$ cat src/rtl/ksa_pkg.sv
// -----------------------------------------------------------------------------
// ksa_pkg
// Shared types and constants for the RC4 key-scheduling engine.
//   ksa_state_t      - engine FSM state encoding
//   SWAP_ITER_CYCLES - clock cycles spent on one swap iteration (one value of i)
// -----------------------------------------------------------------------------
package ksa_pkg;

  typedef enum logic [3:0] {
    IDLE,
    FILL,
    RD_I,
    WAIT_I,
    CAP_I,
    RD_J,
    WAIT_J,
    CAP_J,
    WR_I,
    WR_J,
    DONE
  } ksa_state_t;

  localparam int SWAP_ITER_CYCLES = 8;

endpackage : ksa_pkg

$ cat src/rtl/ksa_key_sel.sv
// -----------------------------------------------------------------------------
// ksa_key_sel
// Key-byte sequencer for the key-scheduling loop. Holds the key byte index k,
// which advances by one on each 'advance' pulse and wraps back to 0 after
// KEY_BYTES-1, so no modulo hardware is needed. Outputs key byte k resized
// to ADDR_W bits (truncated when ADDR_W < 8, zero-extended when ADDR_W > 8).
//
// Ports:
//   clk      in  1             sole clock
//   reset    in  1             synchronous, active-high; k <= 0
//   clear    in  1             k <= 0 (start of a new run); wins over advance
//   advance  in  1             step k to the next key byte
//   key      in  8*KEY_BYTES   key, byte 0 in the most significant byte
//   key_byte out ADDR_W        key byte k, resized to ADDR_W
// -----------------------------------------------------------------------------
module ksa_key_sel #(
  parameter int ADDR_W    = 8,
  parameter int KEY_BYTES = 3
) (
  input  logic                   clk,
  input  logic                   reset,
  input  logic                   clear,
  input  logic                   advance,
  input  logic [8*KEY_BYTES-1:0] key,
  output logic [ADDR_W-1:0]      key_byte
);

  localparam int K_W = (KEY_BYTES > 1) ? $clog2(KEY_BYTES) : 1;

  logic [K_W-1:0] k_q;
  logic [K_W-1:0] k_d;
  logic [7:0]     sel;

  // Wrap counter: back to 0 after the last key byte.
  assign k_d = (k_q == K_W'(KEY_BYTES - 1)) ? '0 : k_q + K_W'(1);

  // NOTE: sequential state uses non-blocking assignments so every register
  // samples the pre-edge values of the others, independent of block order.
  always_ff @(posedge clk) begin
    if (reset || clear) begin
      k_q <= '0;
    end else if (advance) begin
      k_q <= k_d;
    end
  end

  // NOTE: 'sel' gets a default before the loop; without it some k values
  // would leave it unassigned and the tool would infer a latch.
  always_comb begin
    sel = 8'h00;
    for (int b = 0; b < KEY_BYTES; b++) begin
      if (k_q == K_W'(b)) begin
        sel = key[8*(KEY_BYTES-b)-1 -: 8];
      end
    end
  end

  generate
    if (ADDR_W < 8) begin : g_trunc
      logic unused_sel_hi;
      assign unused_sel_hi = ^sel[7:ADDR_W];
      assign key_byte      = sel[ADDR_W-1:0];
    end else if (ADDR_W > 8) begin : g_zext
      assign key_byte = {{(ADDR_W-8){1'b0}}, sel};
    end else begin : g_same
      assign key_byte = sel;
    end
  endgenerate

endmodule : ksa_key_sel

$ cat src/rtl/ksa_engine.sv
// -----------------------------------------------------------------------------
// ksa_engine
// RC4 key-scheduling engine driving a single-port RAM (registered inputs,
// unregistered q). A run first writes the identity permutation RAM[x] = x,
// one write per clock, then (when KSA_SWAP_EN is defined) performs the RC4
// key-scheduling swap loop at 8 cycles per i. With KSA_SWAP_EN undefined the
// engine only fills, and the swap datapath and key logic are not built.
//
// Configuration macro: KSA_SWAP_EN
//
// Ports:
//   clk       in  1            sole clock
//   reset     in  1            synchronous, active-high; aborts any run
//   start     in  1            run request, accepted in IDLE or DONE
//   key       in  8*KEY_BYTES  key, byte 0 = key[8*KEY_BYTES-1 -: 8]
//   busy      out 1            high from the cycle after an accepted start
//   done      out 1            level, high after completion until next start
//   mem_addr  out ADDR_W       RAM address (registered)
//   mem_wdata out ADDR_W       RAM write data (registered)
//   mem_wren  out 1            RAM write enable (registered)
//   mem_rdata in  ADDR_W       RAM q
//   dbg_index out ADDR_W       current i
// -----------------------------------------------------------------------------
module ksa_engine
  import ksa_pkg::*;
#(
  parameter int ADDR_W    = 8,
  parameter int KEY_BYTES = 3
) (
  input  logic                   clk,
  input  logic                   reset,
  input  logic                   start,
  input  logic [8*KEY_BYTES-1:0] key,
  output logic                   busy,
  output logic                   done,
  output logic [ADDR_W-1:0]      mem_addr,
  output logic [ADDR_W-1:0]      mem_wdata,
  output logic                   mem_wren,
  input  logic [ADDR_W-1:0]      mem_rdata,
  output logic [ADDR_W-1:0]      dbg_index
);

  ksa_state_t        state_q;
  logic [ADDR_W-1:0] i_q;
  logic [ADDR_W-1:0] i_d;
  logic              i_last;
  logic              busy_q;
  logic              done_q;
  logic [ADDR_W-1:0] addr_q;
  logic [ADDR_W-1:0] wdata_q;
  logic              wren_q;
  logic              start_accept;

  assign i_d          = i_q + ADDR_W'(1);
  assign i_last       = (i_q == '1);
  assign start_accept = start && ((state_q == IDLE) || (state_q == DONE));

`ifdef KSA_SWAP_EN
  logic [ADDR_W-1:0] j_q;
  logic [ADDR_W-1:0] j_d;
  logic [ADDR_W-1:0] si_q;
  logic [ADDR_W-1:0] sj_q;
  logic [ADDR_W-1:0] key_byte;

  ksa_key_sel #(
    .ADDR_W    (ADDR_W),
    .KEY_BYTES (KEY_BYTES)
  ) u_key_sel (
    .clk      (clk),
    .reset    (reset),
    .clear    (start_accept),
    .advance  (state_q == WR_J),
    .key      (key),
    .key_byte (key_byte)
  );

  // In CAP_I mem_rdata holds S[i]; the modulo-2^ADDR_W wrap is the natural
  // overflow of the ADDR_W-bit adder.
  assign j_d = j_q + mem_rdata + key_byte;
`else
  logic unused_inputs;
  assign unused_inputs = ^{key, mem_rdata};
`endif

  always_ff @(posedge clk) begin
    if (reset) begin
      state_q <= IDLE;
      i_q     <= '0;
      busy_q  <= 1'b0;
      done_q  <= 1'b0;
      addr_q  <= '0;
      wdata_q <= '0;
      wren_q  <= 1'b0;
`ifdef KSA_SWAP_EN
      j_q     <= '0;
      si_q    <= '0;
      sj_q    <= '0;
`endif
    end else begin
      case (state_q)
        IDLE: begin
          if (start_accept) begin
            state_q <= FILL;
            i_q     <= '0;
            busy_q  <= 1'b1;
            done_q  <= 1'b0;
`ifdef KSA_SWAP_EN
            j_q     <= '0;
`endif
          end
        end

        FILL: begin
          addr_q  <= i_q;
          wdata_q <= i_q;
          wren_q  <= 1'b1;
          i_q     <= i_d;
          if (i_last) begin
`ifdef KSA_SWAP_EN
            state_q <= RD_I;
`else
            state_q <= DONE;
`endif
          end
        end

`ifdef KSA_SWAP_EN
        // RAM samples the address one edge after it is loaded here and its
        // q is stable to capture one edge after that, hence the WAIT states.
        RD_I: begin
          addr_q  <= i_q;
          wren_q  <= 1'b0;
          state_q <= WAIT_I;
        end

        WAIT_I: state_q <= CAP_I;

        CAP_I: begin
          si_q    <= mem_rdata;
          j_q     <= j_d;
          state_q <= RD_J;
        end

        RD_J: begin
          addr_q  <= j_q;
          state_q <= WAIT_J;
        end

        WAIT_J: state_q <= CAP_J;

        CAP_J: begin
          sj_q    <= mem_rdata;
          state_q <= WR_I;
        end

        // When i == j both writes hit one address with the same value,
        // leaving the RAM unchanged, so no special case is needed.
        WR_I: begin
          addr_q  <= i_q;
          wdata_q <= sj_q;
          wren_q  <= 1'b1;
          state_q <= WR_J;
        end

        WR_J: begin
          addr_q  <= j_q;
          wdata_q <= si_q;
          wren_q  <= 1'b1;
          i_q     <= i_d;
          state_q <= i_last ? DONE : RD_I;
        end
`endif

        DONE: begin
          // The last write was loaded on the edge that entered DONE; it has
          // reached the RAM by now, so write enable can drop.
          wren_q <= 1'b0;
          busy_q <= 1'b0;
          if (start_accept) begin
            state_q <= FILL;
            i_q     <= '0;
            busy_q  <= 1'b1;
            done_q  <= 1'b0;
`ifdef KSA_SWAP_EN
            j_q     <= '0;
`endif
          end else begin
            done_q <= 1'b1;
          end
        end

        default: state_q <= IDLE;
      endcase
    end
  end

  assign busy      = busy_q;
  assign done      = done_q;
  assign mem_addr  = addr_q;
  assign mem_wdata = wdata_q;
  assign mem_wren  = wren_q;
  assign dbg_index = i_q;

endmodule : ksa_engine

$ cat config.mk
export PLATFORM = sky130hd
export DESIGN_NAME = ksa_engine
export DESIGN_NICKNAME = d
export VERILOG_FILES = /design/src/rtl/ksa_pkg.sv /design/src/rtl/ksa_key_sel.sv /design/src/rtl/ksa_engine.sv
export SDC_FILE = /design/constraint.sdc
export NUM_CORES = 1
export LEC_CHECK = 0
export ABC_AREA = 0
export BUFFER_PORTS_ARGS = -buffer_cell sky130_fd_sc_hd__buf_2
export CAP_MARGIN = 20
export CORE_MARGIN = 8
export CORE_UTILIZATION = 46
export CTS_BUF_LIST = sky130_fd_sc_hd__clkbuf_16
export DETAILED_ROUTE_END_ITERATION = 6
export PLACE_DENSITY = 0.8
export SLEW_MARGIN = 20
export SYNTH_ARGS = -nofsm -noshare
export SYNTH_HDL_FRONTEND = slang
export SYNTH_HIERARCHICAL = 1
export SYNTH_SLANG_ARGS = --single-unit
$ cat constraint.sdc
create_clock -name clk -period 4.1 [get_ports clk]
set_input_delay 0.82 -clock clk [delete_from_list [all_inputs] [get_ports clk]]
set_output_delay 0.82 -clock clk [all_outputs]
set_load 0.02 [all_outputs]
==> flow_summary.toml <==
[finish]
stdcell_count = 161
final_common_cell = "sky130_fd_sc_hd__buf_2"
fillerInstances = 196
insertedDiodeCount = 0
layout_common_cells = "sky130_fd_sc_hd__buf_2, sky130_fd_sc_hd__dfxtp_1, sky130_fd_sc_hd__nor2_1, sky130_fd_sc_hd__mux2i_1, sky130_fd_sc_hd__ha_1"
drive_gt1_share_pct = 30.8
nets = 176
seq_area_um2 = 420
layout-area-overhead-vs-synth_pct = 15.5
finalCoreUtilization_pct = 56.4
multiInputGateArea_um2 = 554

[clock_network]
numClockSinks = 21
worstSkewPairLatency_ns = 0.25
cts_hold_repair.buffers = 0
htree_num_levels = 1
cts-root-buf = "sky130_fd_sc_hd__clkbuf_16"
tritoncts_clock_tree = "built"
cts_resized = 0
clkTransAtPathRegs_ns = 0.06
cts_buffers = 3
number_of_setup_buffers_added_after_cts = 0
cts_buffer_depth = 2

[floorplanning]
core_area_mm2 = 0.00221
die_area_mm2 = 0.00416
die_width_um = 64.5
rows = 17
die_outline_height_um = 64.5
io-pin-count = 62
initial_core_utilization_pct = 48.9

[global_route]
globalRouteTotalUtil_pct = 11.0
first_pass_grt_wire_length_um = 3660
grt_antenna_before_repair = 0
grt_pass1_vias = 786
grt_remaining_overflow = 0
pin_count_of_the_biggest_net_entering_global_routing = 15

[setup_path]
end_kind = "flop"
worst_setup_path_startpoint = "state_q[0]$_SDFFE_PP0P_"
cp.required_ns = 4.23
worst-path-max-fanout = 11
start_kind = "flop"
critical_r2r_capture = "dbg_index[6]$_SDFFE_PP0P_"
worst-r2r-setup-slack_ns = 2.21
critical_path_class = "reg -> reg"
regToRegStartpoint = "state_q[0]$_SDFFE_PP0P_"
worstPathArrival_ns = 2.02
rr_worst_depth = 6

[sta]
final.setup.tns_ns = 0
final-max-slew-violation-count = 0
worst_clock_skew_ns = 0.00146
final_setup_fails = 0
max_slew.worst_pin.slew_ns = 0.547
hold_violations = 0
worst_hold_slack_ns = 0.490
fin_crit_ns = 1.89
maxClockFrequency_mhz = 530
rsz0062_at_grt = "no"
relSlewSlack_pct = 63.6
final.period_utilization_pct = 46.0
post-route-worst-setup-slack_ns = 2.21

[yosys]
yosysWarningCount = 6
synth.net_count = 154
synth_area_per_inst_um2 = 9.65
ys_seq_area_share_pct = 38.9
synth_seq_cells = 21
number_of_different_library_cells_in_the_post_synthesis_netlist = 30
syn_inst = 112
syn_area_mm2 = 0.00108

[placement]
routabilityCongestion = 0.805
port_buffers = 29
post_place_setup_slack_ns = 2.09
hpwlAfterDp_um = 1570
place_inst = 157

[worst_hold_path]
timing.hold.worst_endpoint = "mem_wren$_SDFFE_PP0P_"
worstHoldStart = "mem_wren$_SDFFE_PP0P_"
min_path_cells = 2
worst_hold_path_type = "reg -> reg"

[power]
power.leakage_nw = 0.555
power_switching_share_pct = 28.8
total_switching_power_uw = 156
seqPwrFrac_pct = 41.7
share_clk_of_total_power_pct = 37.3
vdd.ir_drop.worst_uv = 255
internal_power_uw = 386
cellPowerDensity_mw_per_mm2 = 435
share_comb_of_total_power_pct = 21.0

[run]
drv_cap = 0

[detailed_routing]
routed_wire_length_per_instance_um = 13.4
num_vias = 820
drt-total-wl_um = 2160
drt_pass1_iterations = 4
vias_per_cell = 5.09
remaining_drc_errors = 0
ant_nets = 0
drt_first_iter_violations = 39

[run_status]
run_status = "finished, final reports clean"
[registers in the layout, indices dropped and copies added, names as in the netlist]
name and flops:
busy 1, dbg_index 8, done 1, mem_wdata 8
mem_wren 1, state_q 2
[power groups by stage]
stage	combinational [mW]	clock [mW]	sequential [mW]
after floorplan	0.0824	0	0.239
after global placement	0.110	0	0.230
after detailed placement	0.112	0	0.231
after CTS	0.114	0.203	0.227
after global routing	0.124	0.211	0.228
final	0.114	0.202	0.226
[area by class of cell]
cell class                 instances  share of cell area, %
inverter                           4                   1.20
sequential                        21                   33.7
multi-input combinational         75                   44.4
tap                               28                   2.81
clock inverter                     1                  0.301
clock buffer                       3                   6.01
timing repair buffer              29                   11.6
[cell usage after synthesis]
library cell / n / area share, %
sky130_fd_sc_hd__and2b_2: 1 / 0.81
sky130_fd_sc_hd__nor4b_4: 1 / 2.2
sky130_fd_sc_hd__clkbuf_1: 1 / 0.35
sky130_fd_sc_hd__a32o_1: 1 / 0.93
sky130_fd_sc_hd__nor2_2: 1 / 0.58
sky130_fd_sc_hd__xnor2_1: 5 / 4.1
sky130_fd_sc_hd__nand2_1: 6 / 2.1
sky130_fd_sc_hd__buf_2: 1 / 0.46
sky130_fd_sc_hd__or3_1: 1 / 0.58
sky130_fd_sc_hd__nor4_1: 1 / 0.58
sky130_fd_sc_hd__buf_4: 8 / 5.6
sky130_fd_sc_hd__inv_1: 4 / 1.4
sky130_fd_sc_hd__nor3b_2: 1 / 1.2
sky130_fd_sc_hd__nand3_1: 2 / 0.93
sky130_fd_sc_hd__mux2i_1: 9 / 8.3
sky130_fd_sc_hd__a21oi_1: 5 / 2.3
sky130_fd_sc_hd__dfxtp_1: 21 / 39
sky130_fd_sc_hd__nor3_2: 3 / 2.8
sky130_fd_sc_hd__a311oi_1: 1 / 0.81
sky130_fd_sc_hd__ha_1: 7 / 8.1
sky130_fd_sc_hd__nand4b_1: 1 / 0.81
sky130_fd_sc_hd__o221a_2: 1 / 1.0
sky130_fd_sc_hd__o31ai_4: 1 / 2.0
sky130_fd_sc_hd__buf_6: 2 / 2.1
sky130_fd_sc_hd__nor3_1: 1 / 0.46
sky130_fd_sc_hd__a211oi_1: 1 / 0.69
sky130_fd_sc_hd__o21ai_0: 5 / 2.3
sky130_fd_sc_hd__nand4_1: 1 / 0.58
sky130_fd_sc_hd__o21ba_1: 1 / 0.93
sky130_fd_sc_hd__nor2_1: 18 / 6.2
[critical path, stage by stage (launching register included)]
cell                      delay, ns
sky130_fd_sc_hd__dfxtp_1       0.37
sky130_fd_sc_hd__inv_1         0.11
sky130_fd_sc_hd__ha_1          0.28
sky130_fd_sc_hd__o21ba_1       0.37
sky130_fd_sc_hd__nor4_1        0.40
sky130_fd_sc_hd__xnor2_1       0.19
sky130_fd_sc_hd__nor3_2        0.05
[stage by stage]
stage               total power [mW]  instance area [µm²]
global route                   0.564                 1250
CTS                            0.543                 1250
detailed placement             0.343                 1170
floorplan                      0.322                 1080
global placement               0.339                 1170
finish                         0.543                 1250
[layer usage]
layer	up-vias	global-route usage (%)	share of wire (%)
li1	418	-	-
met2	25	18.8	49
met1	372	11.6	41
met3	5	2.41	6.3
met4	0	8.17	3.0
met5	-	0	0
[worst max path at each step]
stage / end / slack (ns) / cells past startpoint
4_1_cts: dbg_index[6]$_SDFFE_PP0P_ / 2.21 / 6
5_1_grt: dbg_index[6]$_SDFFE_PP0P_ / 2.07 / 6
6_report: dbg_index[6]$_SDFFE_PP0P_ / 2.21 / 6
3_5_place_dp: dbg_index[6]$_SDFFE_PP0P_ / 2.09 / 5
2_1_floorplan: dbg_index[4]$_SDFFE_PP0P_ / 2.44 / 5
3_3_place_gp: dbg_index[6]$_SDFFE_PP0P_ / 2.12 / 5
[cell families (layout without fill, tap and decap cells)]
| group | count (synthesis) | after routing | synth area share (%) |
|---|---|---|---|
| buf+inv | 16 | 37 | 9.84 |
| xor+xnor | 5 | 5 | 4.05 |
| simple gates | 38 | 38 | 19.8 |
| mux | 9 | 9 | 8.33 |
| fa+ha+maj | 7 | 7 | 8.10 |
| flops | 21 | 21 | 38.9 |
| compound gates | 16 | 16 | 11.0 |
(Power assumes the default switching activity.)
